--- src/rtl/rvsteel_reset_pkg.sv ---
// Shared types and constants for the rvsteel board-level reset sequencer.
package rvsteel_reset_pkg;

  typedef enum logic [1:0] {
    StPorHold     = 2'd0,
    StRun         = 2'd1,
    StButtonHeld  = 2'd2,
    StReleaseHold = 2'd3
  } seq_state_e;

  localparam int unsigned ResetCountWidth = 8;

  // Counter width able to hold values up to n-1, never narrower than one bit.
  function automatic int unsigned cnt_width(int unsigned n);
    return (n <= 1) ? 1 : $clog2(n);
  endfunction

endpackage

--- src/rtl/reset_sequencer_if.sv ---
// Board-side signals of the reset sequencer: raw button/halt in, SoC controls out.
interface reset_sequencer_if;
  import rvsteel_reset_pkg::*;

  logic                       button_in;
  logic                       halt_in;
  logic                       soc_reset;
  logic                       soc_halt;
  logic                       running;
  logic [ResetCountWidth-1:0] reset_count;

  modport master (
    output button_in, halt_in,
    input  soc_reset, soc_halt, running, reset_count
  );

  modport slave (
    input  button_in, halt_in,
    output soc_reset, soc_halt, running, reset_count
  );
endinterface

--- src/rtl/button_debouncer.sv ---
// Synchronizes a raw button and accepts a level change only after it has been
// stable for DEBOUNCE_CYCLES consecutive cycles.
module button_debouncer
  import rvsteel_reset_pkg::*;
#(
  parameter int unsigned DEBOUNCE_CYCLES = 120000
) (
  input  logic clock,
  input  logic reset,
  input  logic raw_in,
  output logic debounced_out
);
  localparam int unsigned CntW = cnt_width(DEBOUNCE_CYCLES);
  localparam logic [CntW-1:0] CntMax = CntW'(DEBOUNCE_CYCLES - 1);

  logic            sync_btn;
  logic            db_q, db_d;
  logic [CntW-1:0] cnt_q, cnt_d;

  sync_2ff u_sync (
    .clock (clock),
    .reset (reset),
    .d     (raw_in),
    .q     (sync_btn)
  );

  always_comb begin
    db_d  = db_q;
    cnt_d = '0;
    if (sync_btn != db_q) begin
      if (cnt_q == CntMax) begin
        db_d = ~db_q;
      end else begin
        cnt_d = cnt_q + CntW'(1);
      end
    end
  end

  always_ff @(posedge clock or negedge reset) begin
    if (!reset) begin
      db_q  <= 1'b0;
      cnt_q <= '0;
    end else begin
      db_q  <= db_d;
      cnt_q <= cnt_d;
    end
  end

  assign debounced_out = db_q;
endmodule

--- src/rtl/sync_2ff.sv ---
// Two-flop synchronizer for a single asynchronous level.
module sync_2ff (
  input  logic clock,
  input  logic reset,
  input  logic d,
  output logic q
);
  logic s1_q, s2_q;

  always_ff @(posedge clock or negedge reset) begin
    if (!reset) begin
      s1_q <= 1'b0;
      s2_q <= 1'b0;
    end else begin
      s1_q <= d;
      s2_q <= s1_q;
    end
  end

  assign q = s2_q;
endmodule

--- src/rtl/reset_sequencer.sv ---
// Holds the rvsteel SoC in reset after power-on and after each debounced button
// press/release, gates the synchronized halt switch, and counts button resets.
module reset_sequencer
  import rvsteel_reset_pkg::*;
#(
  parameter int unsigned DEBOUNCE_CYCLES   = 120000,
  parameter int unsigned RESET_HOLD_CYCLES = 16
) (
  input  logic               clock,
  input  logic               reset,
  reset_sequencer_if.slave   bus
);
  localparam int unsigned HoldW = cnt_width(RESET_HOLD_CYCLES + 1);
  localparam logic [HoldW-1:0] HoldMax = HoldW'(RESET_HOLD_CYCLES - 1);

  logic btn_db;
  logic halt_sync;

  seq_state_e                 state_q, state_d;
  logic [HoldW-1:0]           hold_q, hold_d;
  logic [ResetCountWidth-1:0] count_q, count_d;
  logic                       soc_reset_q, soc_reset_d;
  logic                       soc_halt_q, soc_halt_d;
  logic                       running_q;

  button_debouncer #(
    .DEBOUNCE_CYCLES (DEBOUNCE_CYCLES)
  ) u_debouncer (
    .clock         (clock),
    .reset         (reset),
    .raw_in        (bus.button_in),
    .debounced_out (btn_db)
  );

  sync_2ff u_halt_sync (
    .clock (clock),
    .reset (reset),
    .d     (bus.halt_in),
    .q     (halt_sync)
  );

  always_comb begin
    state_d = state_q;
    hold_d  = hold_q;
    count_d = count_q;
    unique case (state_q)
      StPorHold, StReleaseHold: begin
        // A press wins over an expiring hold so soc_reset never glitches low.
        if (btn_db) begin
          state_d = StButtonHeld;
        end else if (hold_q == HoldMax) begin
          state_d = StRun;
        end else begin
          hold_d = hold_q + HoldW'(1);
        end
      end
      StRun: begin
        if (btn_db) begin
          state_d = StButtonHeld;
          count_d = (count_q == '1) ? count_q : count_q + ResetCountWidth'(1);
        end
      end
      StButtonHeld: begin
        if (!btn_db) begin
          state_d = StReleaseHold;
          hold_d  = '0;
        end
      end
      default: state_d = StPorHold;
    endcase

    soc_reset_d = (state_d != StRun);
    soc_halt_d  = (state_d == StRun) && halt_sync;
  end

  always_ff @(posedge clock or negedge reset) begin
    if (!reset) begin
      state_q     <= StPorHold;
      hold_q      <= '0;
      count_q     <= '0;
      soc_reset_q <= 1'b1;
      soc_halt_q  <= 1'b0;
      running_q   <= 1'b0;
    end else begin
      state_q     <= state_d;
      hold_q      <= hold_d;
      count_q     <= count_d;
      soc_reset_q <= soc_reset_d;
      soc_halt_q  <= soc_halt_d;
      running_q   <= ~soc_reset_d;
    end
  end

  assign bus.soc_reset   = soc_reset_q;
  assign bus.soc_halt    = soc_halt_q;
  assign bus.running     = running_q;
  assign bus.reset_count = count_q;
endmodule

--- src/flat_wrapper.sv ---
// flat-port wrapper written by rule: the top's interface ports become plain ports
module reset_sequencer_flat import rvsteel_reset_pkg::*;
#(
  parameter int unsigned DEBOUNCE_CYCLES   = 120000,
  parameter int unsigned RESET_HOLD_CYCLES = 16
)
  (clock, reset, bus_button_in, bus_halt_in, bus_soc_reset, bus_soc_halt, bus_running, bus_reset_count);
  reset_sequencer_if bus_i ();
  input  logic clock;
  input  logic reset;
  input wire logic [$bits(bus_i.button_in)-1:0] bus_button_in;
  input wire logic [$bits(bus_i.halt_in)-1:0] bus_halt_in;
  output wire logic [$bits(bus_i.soc_reset)-1:0] bus_soc_reset;
  output wire logic [$bits(bus_i.soc_halt)-1:0] bus_soc_halt;
  output wire logic [$bits(bus_i.running)-1:0] bus_running;
  output wire logic [$bits(bus_i.reset_count)-1:0] bus_reset_count;
  assign bus_i.button_in = bus_button_in;
  assign bus_i.halt_in = bus_halt_in;
  assign bus_soc_reset = bus_i.soc_reset;
  assign bus_soc_halt = bus_i.soc_halt;
  assign bus_running = bus_i.running;
  assign bus_reset_count = bus_i.reset_count;
  reset_sequencer #(.DEBOUNCE_CYCLES(DEBOUNCE_CYCLES), .RESET_HOLD_CYCLES(RESET_HOLD_CYCLES)) u_core (.clock(clock), .reset(reset), .bus(bus_i));
endmodule
--- config.mk ---
export PLATFORM = sky130hd
export DESIGN_NAME = reset_sequencer_flat
export DESIGN_NICKNAME = d
export VERILOG_FILES = /design/src/rtl/rvsteel_reset_pkg.sv /design/src/rtl/reset_sequencer_if.sv /design/src/rtl/button_debouncer.sv /design/src/rtl/sync_2ff.sv /design/src/rtl/reset_sequencer.sv /design/src/flat_wrapper.sv
export SDC_FILE = /design/constraint.sdc
export NUM_CORES = 1
export LEC_CHECK = 0
export BUFFER_PORTS_ARGS = -buffer_cell sky130_fd_sc_hd__buf_2
export CORE_ASPECT_RATIO = 0.5
export CORE_MARGIN = 4
export CORE_UTILIZATION = 57
export DETAILED_ROUTE_END_ITERATION = 6
export PLACE_DENSITY_LB_ADDON = 0.12
export RECOVER_POWER = 25
export SETUP_SLACK_MARGIN = 0.15
export SYNTH_ARGS = -nofsm -noshare
export SYNTH_HDL_FRONTEND = slang
export SYNTH_SLANG_ARGS = --single-unit
--- constraint.sdc ---
create_clock -name clock -period 4.45 [get_ports clock]
set_input_delay 0.2225 -clock clock [delete_from_list [all_inputs] [get_ports clock]]
set_output_delay 0.2225 -clock clock [all_outputs]
set_load 0.02 [all_outputs]
-- Word level (Yosys, flattened, before mapping)
Cells that the tools add are included.
- $add $sub $neg: 3
- equal/unequal tests: 12
- muxes and demuxes: 11
- bitwise logic cells: 3
- reductions and logical operators: 7
- operator list (kind ; count):
    17-bit 2-to-1 mux ; 2
    17-bit by 1-bit adder with 17-bit output (second input constant) ; 1
    17-bit == test (second input constant) ; 1
    5-bit 2-to-1 mux ; 3
    5-bit one-hot mux with 2 select lines ; 1
    8-bit by 1-bit adder with 8-bit output (second input constant) ; 1
    8-bit == test (second input constant) ; 1
    2-bit 2-to-1 mux ; 4
    2-bit inequality test (second input constant) ; 3
    2-bit one-hot mux with 3 select lines ; 1
    5-bit by 1-bit adder with 5-bit output (second input constant) ; 1
    5-bit by 4-bit == test with 1-bit output (second input constant) ; 1
    2-bit by 1-bit == test with 1-bit output (second input constant) ; 2
    2-bit == test (second input constant) ; 2
    4-bit AND reduction ; 1
    1-bit NOT ; 3
    3-bit AND reduction ; 1
    2-bit zero test ; 1
    2-bit by 1-bit inequality test with 1-bit output (second input constant) ; 1
    2-bit AND reduction ; 1
    2-bit nonzero test ; 1
    2-bit OR reduction ; 1
    1-bit logical AND ; 1
    1-bit inequality test ; 1
- register bits after elaboration: 40
- output and inout port bits: 11

-- Depth between registers and ports, before layout
Gate-level depths: netlist (run 1).
- word-level depth: 6
- mapped depth: 8

-- By module
Synthesis (run 1) repeated with hierarchy kept, for this count alone.
- cells, all modules: 182
- area total of the unflattened synthesis: 1936.9 µm²
- by module, submodules not included (module ; times used ; cells an instance ; area each (µm²) ; sequential area each (µm²)):
    button_debouncer ; 1 ; 90 ; 920.9 ; 450.4
    reset_sequencer ; 1 ; 88 ; 915.9 ; 451.7
    sync_2ff ; 2 ; 2 ; 50.0 ; 50.0

-- Least setup slack after synthesis (run 1)
No wires, ideal clock.
- path type: register -> register
- start point: reg u_core.hold_q[0]
- end point: reg u_core.hold_q[2]
- data arrival time: 1.681 ns
- data required time: 4.367 ns
- slack: 2.686 ns
- stages on the path, launching flop included: 8
- buffers on the path: 1
- period minus slack after synthesis: 1.764 ns
- cell sequence: dfrtp_1 ha_1 and3_1 ha_1 a211o_1 buf_2 o21a_1 o21ai_0
- longest elaborated chain between the ends: 4
- elaborated cells on any way between the ends: 7
- those cells by class: 1 x add/sub; 2 x eq/ne; 3 x mux; 1 x reduce/logical
- RTL lines (item ; RTL line ; text):
    from (decl) ; reset_sequencer.sv:20 ; logic [HoldW-1:0] hold_q, hold_d;
    from (signal assigned) ; reset_sequencer.sv:86 ; hold_q <= hold_d;
    5-bit by 1-bit adder with 5-bit output ; reset_sequencer.sv:54 ; hold_d = hold_q + HoldW'(1);
    5-bit 2-to-1 mux ; reset_sequencer.sv:51 ; end else if (hold_q == HoldMax) begin
    5-bit 2-to-1 mux ; reset_sequencer.sv:49 ; if (btn_db) begin
    5-bit one-hot mux with 2 select lines ; reset_sequencer.sv:46 ; unique case (state_q)
Several ways; a longest one is shown, not always the timed one. The select of a mux whose other input is x is not followed.
A chain may end at the register's enable or synchronous reset.

-- Worst setup path after layout (run 1)
- start point: reg u_core.u_debouncer.cnt_q[0]
- end point: reg u_core.u_debouncer.cnt_q[14]
- longest elaborated chain between the ends: 3
- elaborated cells on any way between the ends: 4
- those cells by class: 1 x add/sub; 1 x eq/ne; 2 x mux
- RTL lines (item ; RTL line ; text):
    from (decl) ; button_debouncer.sv:18 ; logic [CntW-1:0] cnt_q, cnt_d;
    from (signal assigned) ; button_debouncer.sv:45 ; cnt_q <= cnt_d;
    17-bit by 1-bit adder with 17-bit output / 17-bit == test (equally long branches) ; button_debouncer.sv:34, button_debouncer.sv:31 ;
    17-bit 2-to-1 mux * ; button_debouncer.sv:31 ; if (cnt_q == CntMax) begin
    17-bit 2-to-1 mux * ; button_debouncer.sv:30 ; if (sync_btn != db_q) begin
    net u_core.u_debouncer.cnt_d[14] ; button_debouncer.sv:18 ;
Mark *: on every way through the listed nets, which the timed path passes. The rest lies on a longest branch.

==> results of run 1 <==
## power by group through the flow
stage,registers [uW],logic (uW),clock network [uW]
final,371,16.4,294
after global routing,372,19.6,327
after CTS,371,17.5,304
after detailed placement,379,17.5,0
after global placement,378,17.1,0
after floorplan,379,7.61,0
## per-layer routing
layer | track usage [%] | vias to the layer above
li1 | - | 665
met1 | 22.74 | 663
met2 | 27.94 | 20
met3 | 4.622 | 5
met4 | 6.853 | 0
met5 | 0 | -
## per-stage QoR
stage / cells / instance area [um^2] / util [%]
detailed placement: 233 / 2027 / 65.01
CTS: 241 / 2138 / 68.58
finish: 241 / 2137 / 68.54
floorplan: 183 / 1932 / -
global route: 241 / 2137 / 68.54
global placement: 233 / 2027 / 65.01
## synth_stat cells (2+ instances only)
cell	instances
dfrtp_1	39
nor2_1	23
xnor2_1	13
inv_1	11
nand2_1	11
nand3_1	10
xor2_1	9
ha_1	7
nor3_1	7
nand4_1	6
nor4_1	5
nand2b_1	4
o21ai_0	4
a21oi_1	2
and3_1	2
buf_4	2
mux2_2	2
nor3b_1	2
o21a_1	2
or2_2	2
## logic make-up (layout without fill, tap and decap cells)
kind of cell    after synthesis  after routing  share of synthesized area, %
buf+inv                      15             33                         3.432
fa+ha+maj                     7              7                         4.533
xor+xnor                     22             22                         9.974
compound gates               17             17                         6.477
simple gates                 79             79                         22.02
mux                           3              3                         1.684
flops                        40             40                         51.88
## final timing paths
kind | endpoint | start | slack [ns]
max reg2reg | u_core.u_debouncer.cnt_q[14]$_DFF_PN0_ | u_core.u_debouncer.cnt_q[0]$_DFF_PN0_ | 2.54
min reg2reg | u_core.u_debouncer.u_sync.q$_DFF_PN0_ | u_core.u_debouncer.u_sync.s1_q$_DFF_PN0_ | 0.35
min in group asynchronous | u_core.u_debouncer.cnt_q[15]$_DFF_PN0_ | reset | 0.52
min | u_core.u_debouncer.u_sync.s1_q$_DFF_PN0_ | bus_button_in | 0.03
max in group asynchronous | u_core.hold_q[2]$_DFFE_PN0P_ | reset | 2.76
max | u_core.u_debouncer.cnt_q[14]$_DFF_PN0_ | u_core.u_debouncer.cnt_q[0]$_DFF_PN0_ | 2.54
## flip-flops by register name (all words and copies together) (netlist names)
| signal | flops |
|---|---|
| u_core.u_debouncer.debounced_out | 1 |
| u_core.u_debouncer.cnt_q | 17 |
| u_core.u_debouncer.u_sync.q | 1 |
| u_core.bus.running | 1 |
| u_core.u_halt_sync.s1_q | 1 |
| u_core.bus.soc_halt | 1 |
| u_core.u_debouncer.u_sync.s1_q | 1 |
| u_core.bus.soc_reset | 1 |
| u_core.state_q | 2 |
| u_core.bus.reset_count | 8 |
| u_core.hold_q | 5 |
| u_core.u_halt_sync.q | 1 |
## layout make-up
type | count | area [um^2]
clock inverters | 3 | 42.54
clock buffers | 5 | 68.82
well taps | 40 | 50.05
flip-flops and latches | 40 | 1002
inverters | 11 | 41.29
multi-input cells | 128 | 863.3
repair buffers | 14 | 68.82
fillers | 244 | 980.9
## critical path, stage by stage (launching register included)
cell	delay (ns)
dfrtp_1	0.41
ha_1	0.24
nand2_1	0.13
nor4_1	0.28
a41o_1	0.59
nor2_1	0.12
==> metrics.txt, run 1 <==
Initial Util 61.96%; failing checks capacitance limit, slew limit; net switching power 144.2 uW; first-pass GRT wire length between 6000 and 7000 um; PwrDens roughly 320 nW/um^2; initial antenna violation count 0; syn_area_per_cell between 10 and 15 um^2; Placeable Area 3118 um^2; most frequent cells in the layout dfrtp_1, nor2_1, xnor2_1, buf_2; largest cells by area after synthesis dfrtp_1, xnor2_1, ha_1; skew final roughly 0.0068 ns; Hold Crit Class in -> reg; final hold slack between 0.03 and 0.04 ns; Hold-fix buffers, CTS 0; full die area 4441 um^2; post-route ant nets 0; CP required ~4.6 ns; EDFF count, synth 0; Max Fanout on Critical Path 17; Netlist cell types 40; Die Wd 90.33 um; Crit Path Category reg -> reg; startpoint types flip-flop; post-DP HPWL 2283 um; worst slew pin tran between 2 and 2.5 ns; reg2reg path depth 5; Mapped Area between 1500 and 2000 um^2; Seq/Total Area, Yosys 51.88%; largest net degree at the start of global routing between 40 and 50; number of post-CTS setup repair buffers 0; Placement Rows 14; Pins Over Slew Limit a little over 40; number of vias per cell 5.614; clock buffer depth 2; vias in the first global route 1,327; DR WL/cell 13.96 um; Internal Power roughly 540 uW; worst skew pair latency about 0.29 ns; Mapped Cells ~180; drc violations 0; routed wire length between 3000 and 4000 um; Pleak 0.0009494 uW; # nets final 211; CTS Buf Count 5; switch share 21.15%; Tot Pwr 681.9 uW; PnR worst setup slack around 2.5 ns; min Tclk post-route 1.913 ns; Max-Cap Viols 1; Max VDD drop around 0.17 mV; pre-CTS setup slack around 2.5 ns; clk root buf clkbuf_8; clock net sink count 40; CTS tree done; ys flop type dfrtp_1; status complete, but fails checks; Detailed Route Iter0 Violations 49; CTS H-tree lvls 2; RSZ-0062 raised after global routing false; #FFs+latches synth 40; IO buf count 14; Final Cycle Share a little over two fifths; fmax about 520 MHz; most common cell after layout, fill and taps aside dfrtp_1; io pins 15; uppermost layer routed met4; Met2 Wirelength between 1500 and 2000 um; final hold violations 0; post-synth top area share approximately half; Slew HR -37.20%; setup TNS 0 ns; Clk pwr share between 40 and 50%; antenna cells 0; final setup fails 0; Hold Crit Depth 1; GP Congestion 0.8826; Metal-1 WL 1596 um; Comb power frac 2.4%; synthesis-to-layout area growth 10.62%; crit path capture type flip-flop; Die Y 49.17 um; grt ovf 0; yosys warns 0; share of cells above drive strength 1 15.92%; total track usage between 10% and 20%; area leader, netlist dfrtp_1; drt pass-1 iters 4; syn_nets 194; WL met3 about 110 um; Reg power frac 54.4%; asr flop ratio synth 100.0%; via count approximately 1,400; Worst EP arrival 2.07 ns; post-CTS sizing 0; clk slew on worst S/H paths ~0.080 ns
Note: power is estimated with default switching activity, not from simulation.
==> run 2, diff against run 1 <==
CORE_UTILIZATION = 53   (was 57)
clock period = 1.7 ns   (was 4.45 ns; I/O delays follow)
==> run 2 against run 1 <==
Compared with the run above: largest cell class unchanged; the run now ends clean; critical path depth rose by 1; hold slack improved by 0.30 ns; flip-flop and latch count did not move; wire length rose by 7.5%; power rose by 140%; non-clock buffer count rose by 18; largest power group unchanged; critical endpoint is now u_core.hold_q[2]$_DFFE_PN0P_; critical path type unchanged; highest routed layer unchanged.
==> metrics.txt, run 2 (synthesized netlist as in run 1, its figures left out) <==
skew final 0.01208 ns (+0.005278 ns); Max-Cap Viols 0 (-1); fmax 610.3 MHz (+17%); CTS tree done; CTS H-tree lvls 2 (unchanged); FF+latch area 1006 um^2 (+0.37%); Final Cycle Share 96.39% (+53 points); io pins 15 (unchanged); most frequent cells in the layout dfrtp_1, nor2_1, xnor2_1, buf_2, buf_4; switch share 23.15% (+2.0 points); Comb power frac 4.3% (+1.9 points); routed wire length 3617 um (+7.5%); first-pass GRT wire length 6327 um (+3.9%); largest net degree at the start of global routing 24 (-41%); Top reg by flops u_core.u_debouncer.cnt_q; net switching power 386.2 uW (+170%); GRT busiest layer met2; drt pass-1 iters 4 (unchanged); number of vias per cell 5.266 (-6.2%); startpoint types flip-flop; GR Util met3 6.737% (+2.1 points); IO buf count 14 (unchanged); worst slew pin tran 0.6329 ns (-1.425 ns); Pleak 0.001071 uW (+13%); Die Y 50.69 um (+3.1%); post-DP HPWL 2384 um (+4.4%); Crit Path Category reg -> reg; final setup fails 0 (unchanged); Pins Over Slew Limit 0 (-100%); Detailed Route Iter0 Violations 41 (-16%); Slew HR 57.80% (+95 points); total track usage 17.91% (+0.49 points); final hold violations 0 (unchanged); # nets final 230 (+9.0%); min Tclk post-route 1.639 ns (-0.2741 ns); grt ovf 0 (unchanged); Clk pwr share 37.3% (-5.9 points); most common cell after layout, fill and taps aside dfrtp_1; Worst EP arrival 1.87 ns (-0.20 ns); Worst R2R Start u_core.hold_q[1]$_DFFE_PN0P_; PwrDens 690.9 nW/um^2 (+120%); worst skew pair latency 0.30 ns (about the same); setup TNS 0 ns (unchanged); Max VDD drop 0.4183 mV (+150%); final hold slack 0.3345 ns (+0.3003 ns); Layout Cell Area excl Fill 2415 um^2 (+13%); synthesis-to-layout area growth 25.00%; Internal Power 1282 uW (+140%); crit path capture type flip-flop; drc violations 0 (unchanged); GR Layer Usage met2 28.88% (+0.94 points); Initial Util 55.64% (-6.3 points); antenna cells 0 (unchanged); Die Wd 93.38 um (+3.4%); clock net sink count 40 (unchanged); Hold Crit Class in -> async; via count 1,427 (+5.5%); GP Congestion 0.8898 (+0.82%); Max Fanout on Critical Path 5 (-12); DR WL/cell 13.35 um (-4.4%); clk root buf clkbuf_8; Reg power frac 58.4% (+4.0 points); clk slew on worst S/H paths 0.08 ns (about the same); area of the multi-input gates 985.9 um^2 (+14%); post-route ant nets 0 (unchanged); share of cells above drive strength 1 29.55% (+14 points); Critical path origin u_core.hold_q[1]$_DFFE_PN0P_; Layout fillers 264 (+8.2%); Tot Pwr 1668 uW (+140%); RSZ-0062 raised after global routing true; Largest register FFs 17 (unchanged); CP required 1.93 ns (-2.67 ns); clock buffer depth 2 (unchanged); CTS Buf Count 5 (unchanged); Placement Rows 15 (+1); vias in the first global route 1,364 (+2.8%); GRT met1 Usage 22.35% (-0.39 points); status finished, final reports clean; full die area 4733 um^2 (+6.6%); Placeable Area 3472 um^2 (+11%); Area after DPL 2146 um^2 (+5.9%); initial antenna violation count 0 (unchanged)
==> run 2: changes by cell type in the layout (fill, tap and decap cells not counted), sizes merged <==
cell,change
bufinv,-1
a211o,+1
buf,+15
dlygate4sd3,+3
clkbuf,+1
==> run 2: critical path: stages (launching register included) <==
cell,delay [ns]
dfrtp_1,0.40
ha_2,0.19
and3_4,0.18
ha_4,0.17
a211o_4,0.35
o21a_1,0.18
o21ai_1,0.10
==> run 2: per-layer routing <==
metal	vias to the layer above	share of wire (%)	wire [um]
li1	701	-	-
met1	698	47	1698
met2	24	49	1763
met3	4	3.6	130
met4	0	0.64	23
met5	-	0	0
==> run 2: area by class of cell <==
class	instances	share of cell area, %
Tap cell	51	2.642
Clock inverter	2	0.5181
Inverter	11	1.710
Sequential cell	40	41.66
Multi-Input combinational cell	129	40.83
Clock buffer	6	3.005
Timing Repair Buffer	32	9.637
==> run 2: what timing repair did <==
action | in CTS | in global routing
buffers inserted | 4 | 4
endpoints found under the setup margin | 27 | 29
hold buffers | 3 | 0
gates resized for setup | 13 | 5
hold endpoints to repair | 24 | 0
gates cloned | 1 | 0
pin swaps | 7 | 10
==> run 2: power groups by stage <==
stage | logic [uW] | clock network (uW) | registers, uW
2_1_floorplan | 19.9 | 0 | 991
3_3_place_gp | 53.4 | 0 | 991
3_5_place_dp | 55.4 | 0 | 991
4_1_cts | 73.2 | 643 | 973
5_1_grt | 81.6 | 685 | 976
6_report | 71.7 | 623 | 974
==> run 2: per-stage QoR <==
stage                     std cells  setup WS [ns]  util [%]
after global placement          251        0.03910     61.80
after detailed placement        251     -0.0008930     61.80
final                           271        0.06138     69.55
after CTS                       267        0.05097     68.11
after floorplan                 183        0.08185         -
after global routing            271      0.0009972     69.55
==> run 2: worst paths after layout <==
| path | to | slack, ns | cells after the start |
|---|---|---|---|
| min reg2reg | u_core.u_halt_sync.q$_DFF_PN0_ | 0.35 | 0 |
| max reg2reg | u_core.hold_q[2]$_DFFE_PN0P_ | 0.06 | 6 |
| max | u_core.hold_q[2]$_DFFE_PN0P_ | 0.06 | 6 |
| min in group clock | u_core.u_halt_sync.q$_DFF_PN0_ | 0.35 | 0 |
| max in group asynchronous | u_core.bus.soc_reset$_DFF_PN1_ | 0.76 | 3 |
| min | u_core.bus.reset_count[5]$_DFFE_PN0P_ | 0.33 | 2 |
==> run 3, diff against run 2 <==
CELL_PAD_IN_SITES_DETAIL_PLACEMENT = 0   (was default)
CELL_PAD_IN_SITES_GLOBAL_PLACEMENT = 1   (was default)
CORE_UTILIZATION = 42   (was 53)
==> run 3 against run 2 <==
Compared with the run above: fmax down 0.73%; final cell count increased by 1.5%; global-route usage decreased by 4.4 points; clock power is 3.4% higher; clock-buffer cell count grew 2.
==> metrics.txt, run 3 (synthesized netlist as in run 1, its figures left out) <==
clk slew on worst S/H paths 0.07 ns (about the same); Initial Util 43.67% (-12 points); Placement Rows 17 (+2); final setup fails 0 (unchanged); Crit Path Category reg -> reg; worst skew pair latency 0.29 ns (about the same); Max Fanout on Critical Path 4 (-1); total track usage 13.46% (-4.4 points); Placeable Area 4424 um^2 (+27%); clk root buf clkbuf_8; status finished, final reports clean; number of vias per cell 5.018 (-4.7%); RSZ-0062 raised after global routing true; worst slew pin tran 0.7512 ns (+0.1183 ns); DP Cell Count 258 (+2.8%); CTS H-tree lvls 2 (unchanged); initial antenna violation count 0 (unchanged); startpoint types flip-flop; fmax 605.8 MHz (-0.73%); min Tclk post-route 1.651 ns (+0.01198 ns); most common cell after layout, fill and taps aside dfrtp_1; final core occ 55.18% (-14 points); Layout fillers 383 (+45%); share of cells above drive strength 1 31.19% (+1.6 points); routed wire length 3744 um (+3.5%); drc violations 0 (unchanged); Max VDD drop 0.2768 mV (-34%); skew final 0.003275 ns (-0.008808 ns); Worst EP arrival 1.89 ns (+0.02 ns); final hold violations 0 (unchanged); Hold Crit Class reg -> reg; CP required 1.94 ns (about the same); io pins 15 (unchanged); Area after DPL 2148 um^2 (+0.12%); Tot Pwr 1683 uW (+0.89%); CTS tree done; post-route ant nets 0 (unchanged); largest net degree at the start of global routing 16 (-33%); vias in the first global route 1,327 (-2.7%); antenna cells 0 (unchanged); IO buf count 14 (unchanged); post-DP HPWL 2428 um (+1.8%); Pins Over Slew Limit 0 (unchanged); via count 1,380 (-3.3%); Layout Cell Area excl Fill 2441 um^2 (+1.1%); crit path capture type flip-flop; Final Cycle Share 97.09% (+0.70 points); grt ovf 0 (unchanged); Post-Layout Cell Count 275 (+1.5%); clock net sink count 40 (unchanged); Die Y 55.96 um (+10%); Max-Cap Viols 0 (unchanged); GP Congestion 0.7671 (-14%); Largest register FFs 17 (unchanged); Top reg by flops u_core.u_debouncer.cnt_q; full die area 5814 um^2 (+23%); synthesis-to-layout area growth 26.36%; Slew HR 49.92% (-7.9 points); Detailed Route Iter0 Violations 35 (-15%); setup TNS 0 ns (unchanged); Pleak 0.001061 uW (-0.92%); most frequent cells in the layout dfrtp_1, nor2_1, xnor2_1, buf_2; first-pass GRT wire length 6168 um (-2.5%); clock buffer depth 2 (unchanged); # nets final 228 (-0.87%); drt pass-1 iters 4 (unchanged); PwrDens 689.5 nW/um^2 (-0.20%); CTS Buf Count 5 (unchanged); Die Wd 103.9 um (+11%); DR WL/cell 13.61 um (+2.0%)
[run 3: cell count changes in the layout (fill, tap and decap cells not counted), moves of 2 or more]
cell	change
clkbuf_1	+2
dfrtp_2	+2
dfrtp_1	-2
nor4_1	-2
nor4_2	+2
[run 3: where the power goes]
part	switching, uW	leakage (uW)	internal (uW)
sequential	12.6	0.000502	964
combinational	36.7	0.000513	26.2
clock	313	0.0000455	331
total	362	0.00106	1320
[run 3: per-layer routing]
layer / vias up / wire (um) / track usage, %
li1: 705 / - / -
met1: 656 / 1852 / 18.10
met2: 15 / 1715 / 20.41
met3: 4 / 131 / 4.635
met4: 0 / 45 / 4.545
met5: - / 0 / 0
[run 3: stage by stage]
step | hold slack, ns | setup slack (ns)
finish | 0.3600 | 0.04940
global route | 0.3701 | -0.03162
floorplan | -0.2106 | 0.08185
CTS | 0.2163 | 0.05018
global placement | -0.005516 | 0.03047
detailed placement | -0.002814 | -0.007905
[run 3: path summary, 6_finish.rpt]
kind | to | startpoint | cells after the start | slack [ns]
setup / recovery | u_core.bus.soc_reset$_DFF_PN1_ | u_core.hold_q[1]$_DFFE_PN0P_ | 7 | 0.05
hold / removal | u_core.u_halt_sync.q$_DFF_PN0_ | u_core.u_halt_sync.s1_q$_DFF_PN0_ | 0 | 0.36
setup reg to reg | u_core.bus.soc_reset$_DFF_PN1_ | u_core.hold_q[1]$_DFFE_PN0P_ | 7 | 0.05
hold reg to reg | u_core.u_halt_sync.q$_DFF_PN0_ | u_core.u_halt_sync.s1_q$_DFF_PN0_ | 0 | 0.36
max in group asynchronous | u_core.bus.reset_count[0]$_DFFE_PN0P_ | reset | 3 | 0.51
min in group asynchronous | u_core.bus.reset_count[5]$_DFFE_PN0P_ | reset | 2 | 0.37
[run 3: cell type report]
class / instances / area (um^2) / share of cell area, %
clock buffer: 8 / 90.09 / 3.690
inverter: 11 / 41.29 / 1.691
multi-input combinational: 129 / 1032 / 42.29
sequential: 40 / 1008 / 41.31
tap: 57 / 71.32 / 2.922
timing repair buffer: 30 / 197.7 / 8.098
[run 3: repair_timing]
item                                    in CTS  in global routing
hold endpoints to repair                    14                  0
gates resized for setup                      8                 18
pin swaps                                    9                 10
buffers inserted                             3                  2
cloned                                       1                  0
hold buffers                                 3                  0
endpoints found under the setup margin      27                 28
[run 3: critical path: stages (launching register included)]
cell      delay [ns]
dfrtp_1         0.38
ha_2            0.19
and3_4          0.18
ha_4            0.17
nand2b_4        0.14
a21oi_2         0.13
o32a_1          0.26
or2_4           0.15
